--- config.mk ---
export PLATFORM = sky130hd
export DESIGN_NAME = lspc_raster_timer
export DESIGN_NICKNAME = d
export VERILOG_FILES = /design/src/rtl/lspc_raster_timer.sv
export SDC_FILE = /design/constraint.sdc
export NUM_CORES = 1
export LEC_CHECK = 0
export ABC_AREA = 0
export BUFFER_PORTS_ARGS = -buffer_cell sky130_fd_sc_hd__buf_4
export CORE_MARGIN = 5
export CORE_UTILIZATION = 39
export DETAILED_ROUTE_END_ITERATION = 7
export PLACE_DENSITY = 0.59
export RECOVER_POWER = 50
export SKIP_CTS_REPAIR_TIMING = 1
export SLEW_MARGIN = 20
export SYNTH_ARGS = -nofsm -noshare
export SYNTH_HDL_FRONTEND = slang
export SYNTH_SLANG_ARGS = --single-unit
--- constraint.sdc ---
create_clock -name CLK_24M -period 2.9 [get_ports CLK_24M]
set_input_delay 0.145 -clock CLK_24M [delete_from_list [all_inputs] [get_ports CLK_24M]]
set_output_delay 0.145 -clock CLK_24M [all_outputs]
set_load 0.02 [all_outputs]
--- src/rtl/lspc_raster_timer.sv ---
// -----------------------------------------------------------------------------
// lspc_raster_timer
//
// Programmable raster timer and interrupt scheduler for the LSPC video timing
// chain. A down-counter steps once per pixel strobe while enabled. It raises
// a sticky timer interrupt and a one-cycle pulse on each expiry. A sticky
// vertical-blank interrupt is raised on every rising edge of BNK. The CPU
// programs the block through four write-only registers.
//
// Ports:
//   CLK_24M      in   master clock, all state updates on its rising edge
//   RESET        in   asynchronous, active-high reset
//   PIXEL_CE     in   one-cycle pixel strobe (every 4th clock)
//   BNK          in   vertical blank; its 0->1 edge marks frame start
//   CPU_WE       in   register write strobe
//   CPU_ADDR     in   0 = MODE, 1 = RELOAD_HI, 2 = RELOAD_LO, 3 = ACK
//   CPU_DIN      in   16-bit write data
//   IRQ_VBL      out  pending vertical-blank interrupt (sticky level)
//   IRQ_TIMER    out  pending timer interrupt (sticky level)
//   TIMER_ZERO   out  one-cycle pulse on each timer expiry
//   TIMER_COUNT  out  current counter value
//
// CNT_W must be 32 for hardware. Smaller widths (2..32) are for simulation
// only; they keep the low CNT_W bits of the 32-bit reload value.
// -----------------------------------------------------------------------------
module lspc_raster_timer #(
  parameter int CNT_W = 32
) (
  input  logic             CLK_24M,
  input  logic             RESET,
  input  logic             PIXEL_CE,
  input  logic             BNK,
  input  logic             CPU_WE,
  input  logic [1:0]       CPU_ADDR,
  input  logic [15:0]      CPU_DIN,
  output logic             IRQ_VBL,
  output logic             IRQ_TIMER,
  output logic             TIMER_ZERO,
  output logic [CNT_W-1:0] TIMER_COUNT
);

  localparam logic [1:0] ADDR_MODE      = 2'd0;
  localparam logic [1:0] ADDR_RELOAD_HI = 2'd1;
  localparam logic [1:0] ADDR_RELOAD_LO = 2'd2;
  localparam logic [1:0] ADDR_ACK       = 2'd3;

  // Architectural state
  logic [3:0]       mode_r;      // {LD_ZERO, LD_VBL, LD_WRLO, EN}
  logic [31:0]      reload_r;
  logic [CNT_W-1:0] cnt_r;
  logic             bnk_d_r;
  logic             vbl_pend_r;
  logic             tmr_pend_r;
  logic             zero_r;

  // Decoded writes
  logic wr_mode_s;
  logic wr_hi_s;
  logic wr_lo_s;
  logic wr_ack_s;

  // Mode fields
  logic en_s;
  logic ld_wrlo_s;
  logic ld_vbl_s;
  logic ld_zero_s;

  // Event and next-state signals
  logic             frame_start_s;
  logic             wrlo_load_s;
  logic             vbl_load_s;
  logic             step_s;
  logic             expire_s;
  logic [31:0]      wrlo_word_s;
  logic [CNT_W-1:0] wrlo_val_s;
  logic [CNT_W-1:0] reload_val_s;
  logic [CNT_W-1:0] cnt_nxt_s;
  logic             vbl_pend_nxt_s;
  logic             tmr_pend_nxt_s;

  assign en_s      = mode_r[0];
  assign ld_wrlo_s = mode_r[1];
  assign ld_vbl_s  = mode_r[2];
  assign ld_zero_s = mode_r[3];

  // The write-load value pairs the current high reload word with the data
  // being written, so the low word lands in the counter on the same edge.
  assign wrlo_word_s  = {reload_r[31:16], CPU_DIN};
  assign wrlo_val_s   = wrlo_word_s[CNT_W-1:0];
  assign reload_val_s = reload_r[CNT_W-1:0];

  assign frame_start_s = BNK & ~bnk_d_r;
  assign wrlo_load_s   = wr_lo_s & ld_wrlo_s;
  assign vbl_load_s    = frame_start_s & ld_vbl_s;
  assign step_s        = PIXEL_CE & en_s;

  // Register write address decode
  always_comb begin
    wr_mode_s = 1'b0;
    wr_hi_s   = 1'b0;
    wr_lo_s   = 1'b0;
    wr_ack_s  = 1'b0;
    if (CPU_WE) begin
      case (CPU_ADDR)
        ADDR_MODE:      wr_mode_s = 1'b1;
        ADDR_RELOAD_HI: wr_hi_s   = 1'b1;
        ADDR_RELOAD_LO: wr_lo_s   = 1'b1;
        ADDR_ACK:       wr_ack_s  = 1'b1;
        default: begin
          wr_mode_s = 1'b0;
          wr_hi_s   = 1'b0;
          wr_lo_s   = 1'b0;
          wr_ack_s  = 1'b0;
        end
      endcase
    end else begin
      wr_mode_s = 1'b0;
      wr_hi_s   = 1'b0;
      wr_lo_s   = 1'b0;
      wr_ack_s  = 1'b0;
    end
  end

  // Counter next state: write load beats VBL load beats the pixel step. A
  // winning load swallows the step, so an expiry can only come from a step.
  always_comb begin
    cnt_nxt_s = cnt_r;
    expire_s  = 1'b0;
    if (wrlo_load_s) begin
      cnt_nxt_s = wrlo_val_s;
    end else if (vbl_load_s) begin
      cnt_nxt_s = reload_val_s;
    end else if (step_s) begin
      if (cnt_r == {CNT_W{1'b0}}) begin
        expire_s = 1'b1;
        if (ld_zero_s) begin
          cnt_nxt_s = reload_val_s;
        end else begin
          cnt_nxt_s = {CNT_W{1'b1}};
        end
      end else begin
        cnt_nxt_s = cnt_r - CNT_W'(1'b1);
      end
    end else begin
      cnt_nxt_s = cnt_r;
    end
  end

  // Pending-bit next state: a set in the same cycle as an ACK clear wins.
  always_comb begin
    vbl_pend_nxt_s = vbl_pend_r;
    tmr_pend_nxt_s = tmr_pend_r;
    if (frame_start_s) begin
      vbl_pend_nxt_s = 1'b1;
    end else if (wr_ack_s && CPU_DIN[0]) begin
      vbl_pend_nxt_s = 1'b0;
    end else begin
      vbl_pend_nxt_s = vbl_pend_r;
    end
    if (expire_s) begin
      tmr_pend_nxt_s = 1'b1;
    end else if (wr_ack_s && CPU_DIN[1]) begin
      tmr_pend_nxt_s = 1'b0;
    end else begin
      tmr_pend_nxt_s = tmr_pend_r;
    end
  end

  // MODE and reload registers
  always_ff @(posedge CLK_24M or posedge RESET) begin
    if (RESET) begin
      mode_r   <= 4'h0;
      reload_r <= 32'h0000_0000;
    end else begin
      if (wr_mode_s) begin
        mode_r <= CPU_DIN[7:4];
      end
      if (wr_hi_s) begin
        reload_r[31:16] <= CPU_DIN;
      end
      if (wr_lo_s) begin
        reload_r[15:0] <= CPU_DIN;
      end
    end
  end

  // BNK edge detector; resets high so a BNK already high at reset release
  // is not mistaken for a frame start.
  always_ff @(posedge CLK_24M or posedge RESET) begin
    if (RESET) begin
      bnk_d_r <= 1'b1;
    end else begin
      bnk_d_r <= BNK;
    end
  end

  // Counter, pending interrupts and expiry pulse
  always_ff @(posedge CLK_24M or posedge RESET) begin
    if (RESET) begin
      cnt_r      <= {CNT_W{1'b0}};
      vbl_pend_r <= 1'b0;
      tmr_pend_r <= 1'b0;
      zero_r     <= 1'b0;
    end else begin
      cnt_r      <= cnt_nxt_s;
      vbl_pend_r <= vbl_pend_nxt_s;
      tmr_pend_r <= tmr_pend_nxt_s;
      zero_r     <= expire_s;
    end
  end

  assign IRQ_VBL     = vbl_pend_r;
  assign IRQ_TIMER   = tmr_pend_r;
  assign TIMER_ZERO  = zero_r;
  assign TIMER_COUNT = cnt_r;

endmodule

After elaboration in Yosys (flattened, before gate mapping)
Index checks and enable logic that the tools add are counted.
{"block": "totals", "out_inout_bits": 35, "regBits": 72, "elab_cells": 45}
{"block": "classes", "eq_ne": 3, "muxes": 21, "n_bitwise": 5, "add_sub_neg": 1, "n_reduce_logical": 7}
{"op": "$mux 32", "count": 5}
{"op": "$logic_not 32->1", "count": 1}
{"op": "$sub 32x1->32 const B", "count": 1}
{"op": "$mux 1", "count": 16}
{"op": "$and 1x1->1", "count": 4}
{"op": "$eq 2x2->1 const B", "count": 2}
{"op": "$reduce_bool 2->1", "count": 2}
{"op": "$reduce_bool 3->1", "count": 1}
{"op": "$eq 2x1->1 const B", "count": 1}
{"op": "$logic_and 1x1->1", "count": 2}
{"op": "$logic_not 2->1", "count": 1}
{"op": "$not 1->1", "count": 1}

Depth between registers and ports, before layout
Gate-level depths: netlist of the first run.
{"block": "logic_depth", "ltp_word": 6, "mapped_depth": 9, "mapped_depth_nobuf": 8}

Worst setup path after synthesis of the first run
OpenSTA, ideal clock, no wires.
{"block": "synth_timing", "path_type": "reg-to-reg", "start": "reg cnt_r[0], in the netlist TIMER_COUNT[0]", "end": "reg cnt_r[30], in the netlist TIMER_COUNT[30]", "arrival_time_ps": 2049, "period_less_slack_ps": 2170, "path_slack_ps": 730, "path_stages_with_launch": 9, "required_time_ps": 2779, "path_cell_list": "dfrtp_1 inv_1 ha_1 nor4b_1 and4_1 nand3_2 o31a_1 buf_6 o22a_1"}
{"block": "synth_via", "elab_chain_len": 5, "elab_cells_between_ends": 6, "classes_between": "add/sub: 1; mux: 4; reduce/logical: 1"}
{"element": "start: declaration", "line_no": "50", "text": "logic [CNT_W-1:0] cnt_r;"}
{"element": "start signal: assignment", "line_no": "200", "text": "cnt_r <= {CNT_W{1'b0}};"}
{"element": "start signal: assignment", "line_no": "205", "text": "cnt_r <= cnt_nxt_s;"}
{"element": "$sub 32x1->32 or $logic_not 32->1 (tied branches)", "line_no": "142, 134"}
{"element": "$mux 32 (*)", "line_no": "134", "text": "if (cnt_r == {CNT_W{1'b0}}) begin"}
{"element": "$mux 32 (*)", "line_no": "133", "text": "end else if (step_s) begin"}
{"element": "$mux 32 (*)", "line_no": "131", "text": "end else if (vbl_load_s) begin"}
{"element": "$mux 32 (*)", "line_no": "129", "text": "if (wrlo_load_s) begin"}
Every way passes the cells marked *; elsewhere a longest branch is shown, timed or not. The select of a mux whose other input is x is not followed.
A chain may end at the register's enable or synchronous reset.

Final worst setup path of the first run
{"block": "layout_timing", "start": "reg cnt_r[2], in the netlist TIMER_COUNT[2]", "end": "reg cnt_r[19], in the netlist TIMER_COUNT[19]"}
The elaborated chain is that of the path after synthesis.

==> results of run 1 <==
-- how the worst max path moves through the flow --
stage | start | end | slack [ns] | cells after the start
final | TIMER_COUNT[2] | TIMER_COUNT[19] | 0.55 | 6
after global routing | RESET | TIMER_COUNT[8] | 0.20 | 4
after CTS | TIMER_COUNT[2] | TIMER_COUNT[19] | 0.56 | 6
after detailed placement | TIMER_COUNT[2] | TIMER_COUNT[19] | 0.58 | 6
after global placement | TIMER_COUNT[0] | TIMER_COUNT[26] | 0.63 | 7
after floorplan | TIMER_COUNT[0] | TIMER_COUNT[30] | 0.73 | 8
-- final cells by class --
class / instances / area [um2]
Sequential cell: 72 / 1800
Inverter: 6 / 22.5
Multi-Input combinational cell: 273 / 1970
Clock inverter: 5 / 103
Timing Repair Buffer: 73 / 500
Clock buffer: 11 / 151
Tap cell: 133 / 166
Fill cell: 945 / 5010
-- report_power, final --
group | leakage [nW] | total [mW] | internal, mW | switching [mW]
clock | 0.126 | 1.00 | 0.617 | 0.382
combinational | 1.06 | 1.64 | 0.716 | 0.927
sequential | 0.869 | 1.78 | 1.31 | 0.473
total | 2.05 | 4.42 | 2.64 | 1.78
-- sequential cells by signal (all words and copies together), names as in the netlist --
register	cells
TIMER_COUNT	32
reload_r	32
mode_r	4
IRQ_TIMER	1
IRQ_VBL	1
TIMER_ZERO	1
bnk_d_r	1
-- through the flow --
stage               hold slack [ns]  setup WS [ns]  std cells  total power [mW]
floorplan                     0.149          0.730        365              2.73
global placement              0.276          0.635        555              3.46
detailed placement            0.277          0.583        555              3.49
CTS                         -0.0904          0.556        571              4.50
global route                 0.0230          0.198        573              4.70
finish                       0.0461          0.552        573              4.42
-- metal layers --
metal | vias to the layer above | global-route usage [%] | wire (um)
met2 | 109 | 29.9 | 5180
met4 | 0 | 5.79 | 165
met5 | - | 0 | 0
li1 | 1541 | - | -
met1 | 1694 | 28.1 | 5250
met3 | 13 | 4.82 | 659
-- synthesized netlist by cell type (2+ instances only) --
master,instances
a22oi_1,12
or4_4,2
clkbuf_1,10
nor3_1,7
a311oi_1,2
nand4_1,8
a211oi_1,8
o221ai_1,15
nand3_2,2
and2_1,3
inv_1,6
nor2_1,38
a21oi_1,21
mux2_2,35
ha_1,2
or3_1,6
nand3b_1,3
a31oi_1,5
buf_2,3
dfrtp_1,71
o21ai_0,4
nor4_1,2
xnor2_1,3
nand3_1,11
o311ai_2,3
o21ai_1,2
nor4_4,2
nor4_2,3
nor3_2,3
o31a_1,2
xor2_1,7
nand2_1,29
o41ai_1,2
o221a_2,2
and4b_1,2
and3_1,4
-- cell families (layout without fill, tap and decap cells) --
| group | Yosys count | in the layout | synth area share (%) |
|---|---|---|---|
| AOI/OAI and AO/OA | 88 | 88 | 17.3 |
| xor gates and xnor gates | 10 | 10 | 2.27 |
| adders and majority gates | 2 | 2 | 0.648 |
| buffers and inverters | 20 | 95 | 2.24 |
| DFF | 72 | 72 | 46.7 |
| muxes | 35 | 35 | 10.2 |
| and+or+nand+nor | 138 | 138 | 20.7 |
-- critical path, stage by stage (launching register included) --
cell and delay [ns]:
dfrtp_1 0.49, or4_4 0.59, nor4_2 0.43, nand2_1 0.17, o311ai_2 0.23, a21oi_1 0.10, a311oi_1 0.24
==> results.json, run 1 <==
{
  "drt_first_iter_violations": 181,
  "postRouteAntennaNets": 0,
  "synth-seq-area-share_pct": 46.7,
  "clk-insertion-delay-late_ns": 0.34,
  "layout_commonest_cell": "dfrtp_1",
  "number_of_antenna_violations_at_the_first_check_in_global_routing": 0,
  "vias_in_the_first_global_route": 3242,
  "yosys_register_bits": 72,
  "required_ns": 3.14,
  "yosysTopAreaCellShare_pct": 46.0,
  "total_gr_overflow": 0,
  "antenna-diode-count": 0,
  "die-width_um": 110,
  "wl_per_cell_um": 19.6,
  "pin_count_of_the_biggest_net_entering_global_routing": 37,
  "timing.critical_path.from_type": "register",
  "synthesis.area_per_instance_um2": 10.6,
  "path_max_fanout": 7,
  "root_buffer": "clkbuf_8",
  "worst_setup_hold_path_clk_slew_ns": 0.07,
  "floorplan.die_area_um2": 12000,
  "power_leakage_nw": 2.05,
  "postSynth.topFlopCell": "dfrtp_1",
  "maximum_number_of_buffers_from_clock_root_to_sink": 2,
  "critical_path_arrival_ns": 2.59,
  "detailed_place_hpwl_um": 8240,
  "mostFrequentLayoutCells": "dfrtp_1, buf_4, nor2_1, mux2_2, nand2_1",
  "max_cap_violations": 1,
  "gp_routability_congestion": 0.915,
  "synth_cells": 365,
  "hold_path_depth": 3,
  "core_area_um2": 9730,
  "reg2reg_path_depth": 6,
  "setup_tns_ns": 0,
  "initial_utilization_pct": 39.7,
  "layout-drive-gt1-share_pct": 30.5,
  "status": "complete, but fails checks",
  "regToRegStartpoint": "TIMER_COUNT[2]",
  "dieHeight_um": 110,
  "drc_errors": 0,
  "vdd.ir_drop.worst_mv": 0.403,
  "synth_cell_type_count": 61,
  "fin_crit_ns": 2.35,
  "hold_viol": 0,
  "numCtsBuffers": 9,
  "count_of_clock_tree_sinks": 72,
  "maximum_frequency_from_static_timing_analysis_mhz": 426,
  "number_of_synthesized_flops_with_an_enable_pin": 0,
  "final_worst_path_period_share_pct": 81.0,
  "p_per_area_nw_per_um2": 937,
  "startpoint_to_endpoint_class_of_the_critical_path": "reg2reg",
  "hold_end": "mode_r[3]",
  "r2r_setup_slack_ns": 0.55,
  "reg2reg_end": "TIMER_COUNT[19]",
  "timing_worst_slew_pin_value_ns": 1.96,
  "pre_antenna_drt_iters": 5,
  "route.final.wire_length_um": 11300,
  "rsz0062_at_grt": "false",
  "ioPinCount": 58,
  "max-slew-margin-rel_pct": -30.4,
  "synth_area_leaders": "dfrtp_1, mux2_2, nor2_1, o221ai_1, nand2_1",
  "grtUsageTotal_pct": 19.8,
  "mappedNetlistNets": 390,
  "netlist.top_cell.by_area": "dfrtp_1",
  "min_delay_startpoint": "CPU_DIN[7]",
  "cts_htree_levels": 3,
  "std_cell_rows": 36,
  "report.final.slew_viol_count": 37,
  "finish.instance_area_um2": 4720,
  "grt_pass1_wl_um": 17900,
  "timing.clock.skew_ns": 0.00823,
  "mappedNetlistArea_um2": 3860,
  "setup.worst_path.end_class": "register",
  "num_vias": 3357,
  "tritoncts": "built",
  "hold_path_class": "in2reg",
  "violated_checks": "capacitance limit, slew limit",
  "finish.net_count": 460,
  "final_core_util_pct": 48.5,
  "postPlaceCellArea_um2": 4500,
  "detail_route.vias_per_cell": 5.86,
  "layout-area-overhead-vs-synth_pct": 22.2,
  "synth_warnings": 0,
  "synth_async_reset_ratio_pct": 100,
  "place.port_buffers": 57,
  "finalSetupViolations": 0
}
Note: power is estimated with default switching activity, not from simulation.
==> run 2: changes to the inputs <==
Settings changed: PLACE_DENSITY 0.59 to 0.61.
Clock period 2.9 ns to 2 ns, I/O delays scaled along.
==> run 2 against run 1 <==
Net effect:
- the run ends with setup timing left
- largest power group is now combinational logic
- power is 73% higher
- final area grew 20%
- critical endpoint is now TIMER_COUNT[23]
- via count increased by 11%
- clock skew up 0.0040 ns
- non-clock buffer count increased by 81
- die area unchanged
- highest routed layer unchanged
- critical path depth rose by 1
- first-iteration DRC count grew 30%
==> results.json, run 2 (synthesis results as in run 1) <==
{
  "status": "complete, but fails checks",
  "violated_checks": "setup timing",
  "min_delay_startpoint": "CPU_DIN[3]",
  "multiInputGateArea_um2": 2200,
  "drc_errors": 0,
  "power_leakage_nw": 2.55,
  "wl_per_cell_um": 19.5,
  "timing.clock.skew_ns": 0.0123,
  "ff_latch_area_um2": 1810,
  "layout.filler_cells": 866,
  "core_area_um2": 9730,
  "grtUsageTotal_pct": 21.8,
  "initial_utilization_pct": 39.7,
  "final_worst_path_period_share_pct": 109,
  "critPathLaunch": "TIMER_COUNT[0]",
  "detail_route.vias_per_cell": 5.71,
  "postRouteAntennaNets": 0,
  "pre_antenna_drt_iters": 5,
  "internal_power_mw": 4.70,
  "post-route-worst-setup-slack_ns": -0.182,
  "report.final.slew_viol_count": 0,
  "drt_first_iter_violations": 235,
  "mostFrequentLayoutCells": "buf_4, dfrtp_1, mux2_2, nor2_1, nand2_1",
  "p_sw_share_pct": 38.7,
  "final_core_util_pct": 58.0,
  "detailed_place_hpwl_um": 9530,
  "setup_tns_ns": -1.54,
  "vdd.ir_drop.worst_mv": 0.584,
  "p_per_area_nw_per_um2": 1360,
  "number_of_antenna_violations_at_the_first_check_in_global_routing": 0,
  "worst_setup_hold_path_clk_slew_ns": 0.08,
  "dieHeight_um": 110,
  "route.final.wire_length_um": 12700,
  "layout-drive-gt1-share_pct": 52.2,
  "required_ns": 2.25,
  "antenna-diode-count": 0,
  "finish.net_count": 541,
  "ioPinCount": 58,
  "std_cell_rows": 36,
  "layout_commonest_cell": "buf_4",
  "startpoint_to_endpoint_class_of_the_critical_path": "reg2reg",
  "floorplan.die_area_um2": 12000,
  "finalSetupViolations": 20,
  "tritoncts": "built",
  "layout-area-overhead-vs-synth_pct": 46.2,
  "hold_path_class": "in2reg",
  "hold_viol": 0,
  "gp_routability_congestion": 0.967,
  "die-width_um": 110,
  "maximum_frequency_from_static_timing_analysis_mhz": 458,
  "count_of_clock_tree_sinks": 72,
  "total_power_consumption_of_the_routed_design_mw": 7.67,
  "hold_ws_ns": 0.00435,
  "num_vias": 3737,
  "max-slew-margin-rel_pct": 12.4,
  "combPwrFrac_pct": 50.2,
  "total_gr_overflow": 0,
  "rsz0062_at_grt": "true",
  "timing.critical_path.from_type": "register",
  "setup.worst_path.end_class": "register",
  "path_max_fanout": 4,
  "root_buffer": "clkbuf_8",
  "clk-insertion-delay-late_ns": 0.35,
  "cts_htree_levels": 3,
  "place.port_buffers": 57,
  "critical_path_arrival_ns": 2.43,
  "share_seq_of_total_power_pct": 29.9,
  "dp_worst_setup_slack_ns": -0.173,
  "vias_in_the_first_global_route": 3660,
  "power.clock.fraction_pct": 19.8,
  "regToRegStartpoint": "TIMER_COUNT[0]",
  "pin_count_of_the_biggest_net_entering_global_routing": 53,
  "numCtsBuffers": 9,
  "timing_worst_slew_pin_value_ns": 1.31,
  "fin_crit_ns": 2.18,
  "max_cap_violations": 0,
  "maximum_number_of_buffers_from_clock_root_to_sink": 2,
  "grt_pass1_wl_um": 19800,
  "power_switching_mw": 2.97
}
==> run 2: cell count changes in the layout (fill, tap and decap cells not counted), sizes merged <==
cell,before,now
buf,56,148
clkbuf,26,15
bufinv,3,4
clkinvlp,1,0
==> run 2: power by group through the flow <==
stage / combinational [mW] / clock [mW] / sequential (mW)
2_1_floorplan: 1.18 / 0 / 2.83
3_3_place_gp: 3.53 / 0 / 2.28
3_5_place_dp: 3.57 / 0 / 2.30
4_1_cts: 3.59 / 1.55 / 2.27
5_1_grt: 4.13 / 1.61 / 2.36
6_report: 3.85 / 1.52 / 2.30
==> run 2: metrics by stage <==
| step | cells | cell area (um2) |
|---|---|---|
| 2_1_floorplan | 365 | 3890 |
| 3_5_place_dp | 627 | 5090 |
| 6_report | 654 | 5650 |
| 3_3_place_gp | 627 | 5090 |
| 5_1_grt | 654 | 5650 |
| 4_1_cts | 643 | 5350 |
==> run 2: worst max-delay path, cell delays in order (launching register included) <==
cell,delay (ns)
dfrtp_2,0.43
or4_4,0.57
nor4_4,0.29
buf_4,0.19
nand2_2,0.07
o311ai_2,0.25
a21oi_2,0.09
a311oi_2,0.18
==> run 2: area by class of cell <==
cell class	instances	area share, %
Timing Repair Buffer	154	21.0
Sequential cell	72	32.1
Tap cell	133	2.95
Clock inverter	5	2.28
Inverter	6	0.399
Multi-Input combinational cell	273	38.9
Clock buffer	11	2.33
==> run 2: final timing paths <==
| kind | slack (ns) | depth (start not counted) | endpoint |
|---|---|---|---|
| max | -0.18 | 7 | TIMER_COUNT[23] |
| min | 0.004 | 3 | TIMER_COUNT[3] |
| max reg2reg | -0.18 | 7 | TIMER_COUNT[23] |
| min reg2reg | 0.49 | 1 | IRQ_TIMER |
| max in group asynchronous | 0.33 | 4 | TIMER_COUNT[14] |
| min in group asynchronous | 0.68 | 4 | reload_r[3] |
==> run 2: layer usage <==
metal  part of all wire (%)  global-route usage [%]  vias to the layer above
li1                       -                       -                     1714
met1                     43                    29.7                     1850
met2                     49                    35.1                      147
met3                    6.4                    3.64                       26
met4                    2.1                    7.57                        0
met5                      0                       0                        -
==> run 3: changes to the inputs <==
Settings changed: MAX_ROUTING_LAYER set to met4.
==> run 3 against run 2 <==
Net effect:
- the run ends with hold timing, setup timing left
- first-iteration DRC count fell by 14%
- critical path depth fell by 1
- non-clock buffer count rose by 1
- clock skew fell by 0.0014 ns
- via count fell by 1.4%
- count of clock-buffer cells in the layout did not move
- die area did not move
- worst setup slack got worse by 0.0041 ns
- register-to-register slack barely moved
- power fell by 2.8%
- final area rose by 1.0%
- highest routed layer unchanged
==> results.json, run 3 (synthesis results as in run 1) <==
{
  "layout-drive-gt1-share_pct": 52.5,
  "maximum_number_of_buffers_from_clock_root_to_sink": 2,
  "worst-path-stages": 6,
  "min_delay_startpoint": "CPU_DIN[7]",
  "crit_chain": "or4_4, nor4_4, nand3_2, nor3_4, o31a_1, o221a_2",
  "finish.net_count": 542,
  "timing.critical_path.from_type": "register",
  "status": "complete, but fails checks",
  "number_of_antenna_violations_at_the_first_check_in_global_routing": 0,
  "path_delay_family": "simple AND/OR/NAND/NOR gates",
  "rsz0062_at_grt": "true",
  "met1_usage_pct": 28.3,
  "drc_errors": 0,
  "layer_with_the_highest_usage": "met2",
  "num_vias": 3686,
  "path_max_fanout": 5,
  "cp_num_buf_inv": 0,
  "fin_crit_ns": 2.19,
  "grtUsageTotal_pct": 22.1,
  "wl_per_cell_um": 19.5,
  "timing_worst_slew_pin_value_ns": 0.924,
  "gp_routability_congestion": 0.987,
  "grt_pass1_wl_um": 19300,
  "cts_htree_levels": 3,
  "startpoint_to_endpoint_class_of_the_critical_path": "reg2reg",
  "place.port_buffers": 57,
  "dp_worst_setup_slack_ns": -0.203,
  "tritoncts": "built",
  "required_ns": 2.29,
  "postRouteAntennaNets": 0,
  "die-width_um": 110,
  "maximum_frequency_from_static_timing_analysis_mhz": 458,
  "pin_count_of_the_biggest_net_entering_global_routing": 30,
  "hold_path_depth": 3,
  "total_gr_overflow": 0,
  "critical_path_arrival_ns": 2.48,
  "final_worst_path_period_share_pct": 109,
  "antenna-diode-count": 0,
  "route.final.wire_length_um": 12800,
  "clk-insertion-delay-late_ns": 0.36,
  "hold_ws_ns": -0.00749,
  "hold_path_class": "in2reg",
  "power_leakage_nw": 2.57,
  "met3_capacity_usage_during_global_routing_pct": 4.64,
  "pre_antenna_drt_iters": 5,
  "r2r_setup_slack_ns": -0.19,
  "finalSetupViolations": 30,
  "floorplan.die_area_um2": 12000,
  "std_cell_rows": 36,
  "report.final.slew_viol_count": 0,
  "hold_viol": 2,
  "detail_route.vias_per_cell": 5.63,
  "mostFrequentLayoutCells": "buf_4, dfrtp_1, mux2_2, nor2_1, nand2_1",
  "root_buffer": "clkbuf_8",
  "reg2reg_path_depth": 6,
  "detailed_place_hpwl_um": 9360,
  "grtUsageMet2_pct": 34.8,
  "reg2reg_end": "TIMER_COUNT[31]",
  "numCtsBuffers": 9,
  "p_per_area_nw_per_um2": 1310,
  "setup.worst_path.end_class": "register",
  "vias_in_the_first_global_route": 3639,
  "violated_checks": "hold timing, setup timing",
  "post-route-worst-setup-slack_ns": -0.186,
  "max-slew-margin-rel_pct": 38.3,
  "ioPinCount": 58,
  "worst_setup_hold_path_clk_slew_ns": 0.08,
  "layout_commonest_cell": "buf_4",
  "timing.clock.skew_ns": 0.0109,
  "setup_tns_ns": -1.76,
  "core_area_um2": 9730,
  "vdd.ir_drop.worst_mv": 0.689,
  "slowest_delay_ns": 0.58,
  "drt_first_iter_violations": 201,
  "regToRegStartpoint": "TIMER_COUNT[8]",
  "count_of_clock_tree_sinks": 72,
  "max_cap_violations": 0,
  "slowest_stage_cell_cp": "or4_4",
  "initial_utilization_pct": 39.7,
  "layout-area-overhead-vs-synth_pct": 47.7,
  "dieHeight_um": 110,
  "hold_end": "mode_r[3]"
}
[run 3: changes by cell type in the layout (fill, tap and decap cells not counted), moves of 3 or more]
cell | previous run | this run
o221ai_2 | 8 | 14
a211oi_2 | 4 | 1
a211oi_1 | 4 | 7
buf_4 | 141 | 137
o221ai_1 | 7 | 1
nor2_4 | 1 | 5
[run 3: cell type report]
type                    instances  area (um2)
well taps                     133         166
multi-input cells             273        2250
fillers                       854        4030
clock buffers                  11         131
repair buffers                155        1240
clock inverters                 5        81.3
flip-flops and latches         72        1810
inverters                       6        22.5
[run 3: through the flow]
step	cells	cell area, um2	util [%]	power (mW)
global route	655	5700	58.6	7.86
detailed placement	623	5090	52.3	5.81
finish	655	5700	58.6	7.46
global placement	623	5090	52.3	5.76
CTS	639	5300	54.5	7.10
floorplan	365	3890	-	4.02
[run 3: metal layers]
layer  up-vias  wire, um
met3        22       607
met4         0       370
met5         -         0
met2       100      6270
met1      1864      5510
li1       1700         -
[run 3: power breakdown]
part	switching (mW)	internal [mW]
clock network	0.575	0.704
logic	2.02	1.83
registers	0.409	1.91
total	3.01	4.45
[run 3: worst max path at each step]
stage	from	endpoint	slack (ns)
final	TIMER_COUNT[8]	TIMER_COUNT[31]	-0.19
after global routing	TIMER_COUNT[8]	TIMER_COUNT[23]	-0.32
after CTS	TIMER_COUNT[1]	TIMER_COUNT[19]	-0.23
after detailed placement	TIMER_COUNT[1]	TIMER_COUNT[19]	-0.20
after global placement	TIMER_COUNT[1]	TIMER_COUNT[31]	-0.11
after floorplan	RESET	TIMER_COUNT[0]	-0.08
[run 3: worst reg2reg max path, stage by stage, from the launching register on]
cell	delay (ns)
dfrtp_2	0.41
or4_4	0.58
nor4_4	0.42
nand3_2	0.21
nor3_4	0.19
o31a_1	0.14
o221a_2	0.17
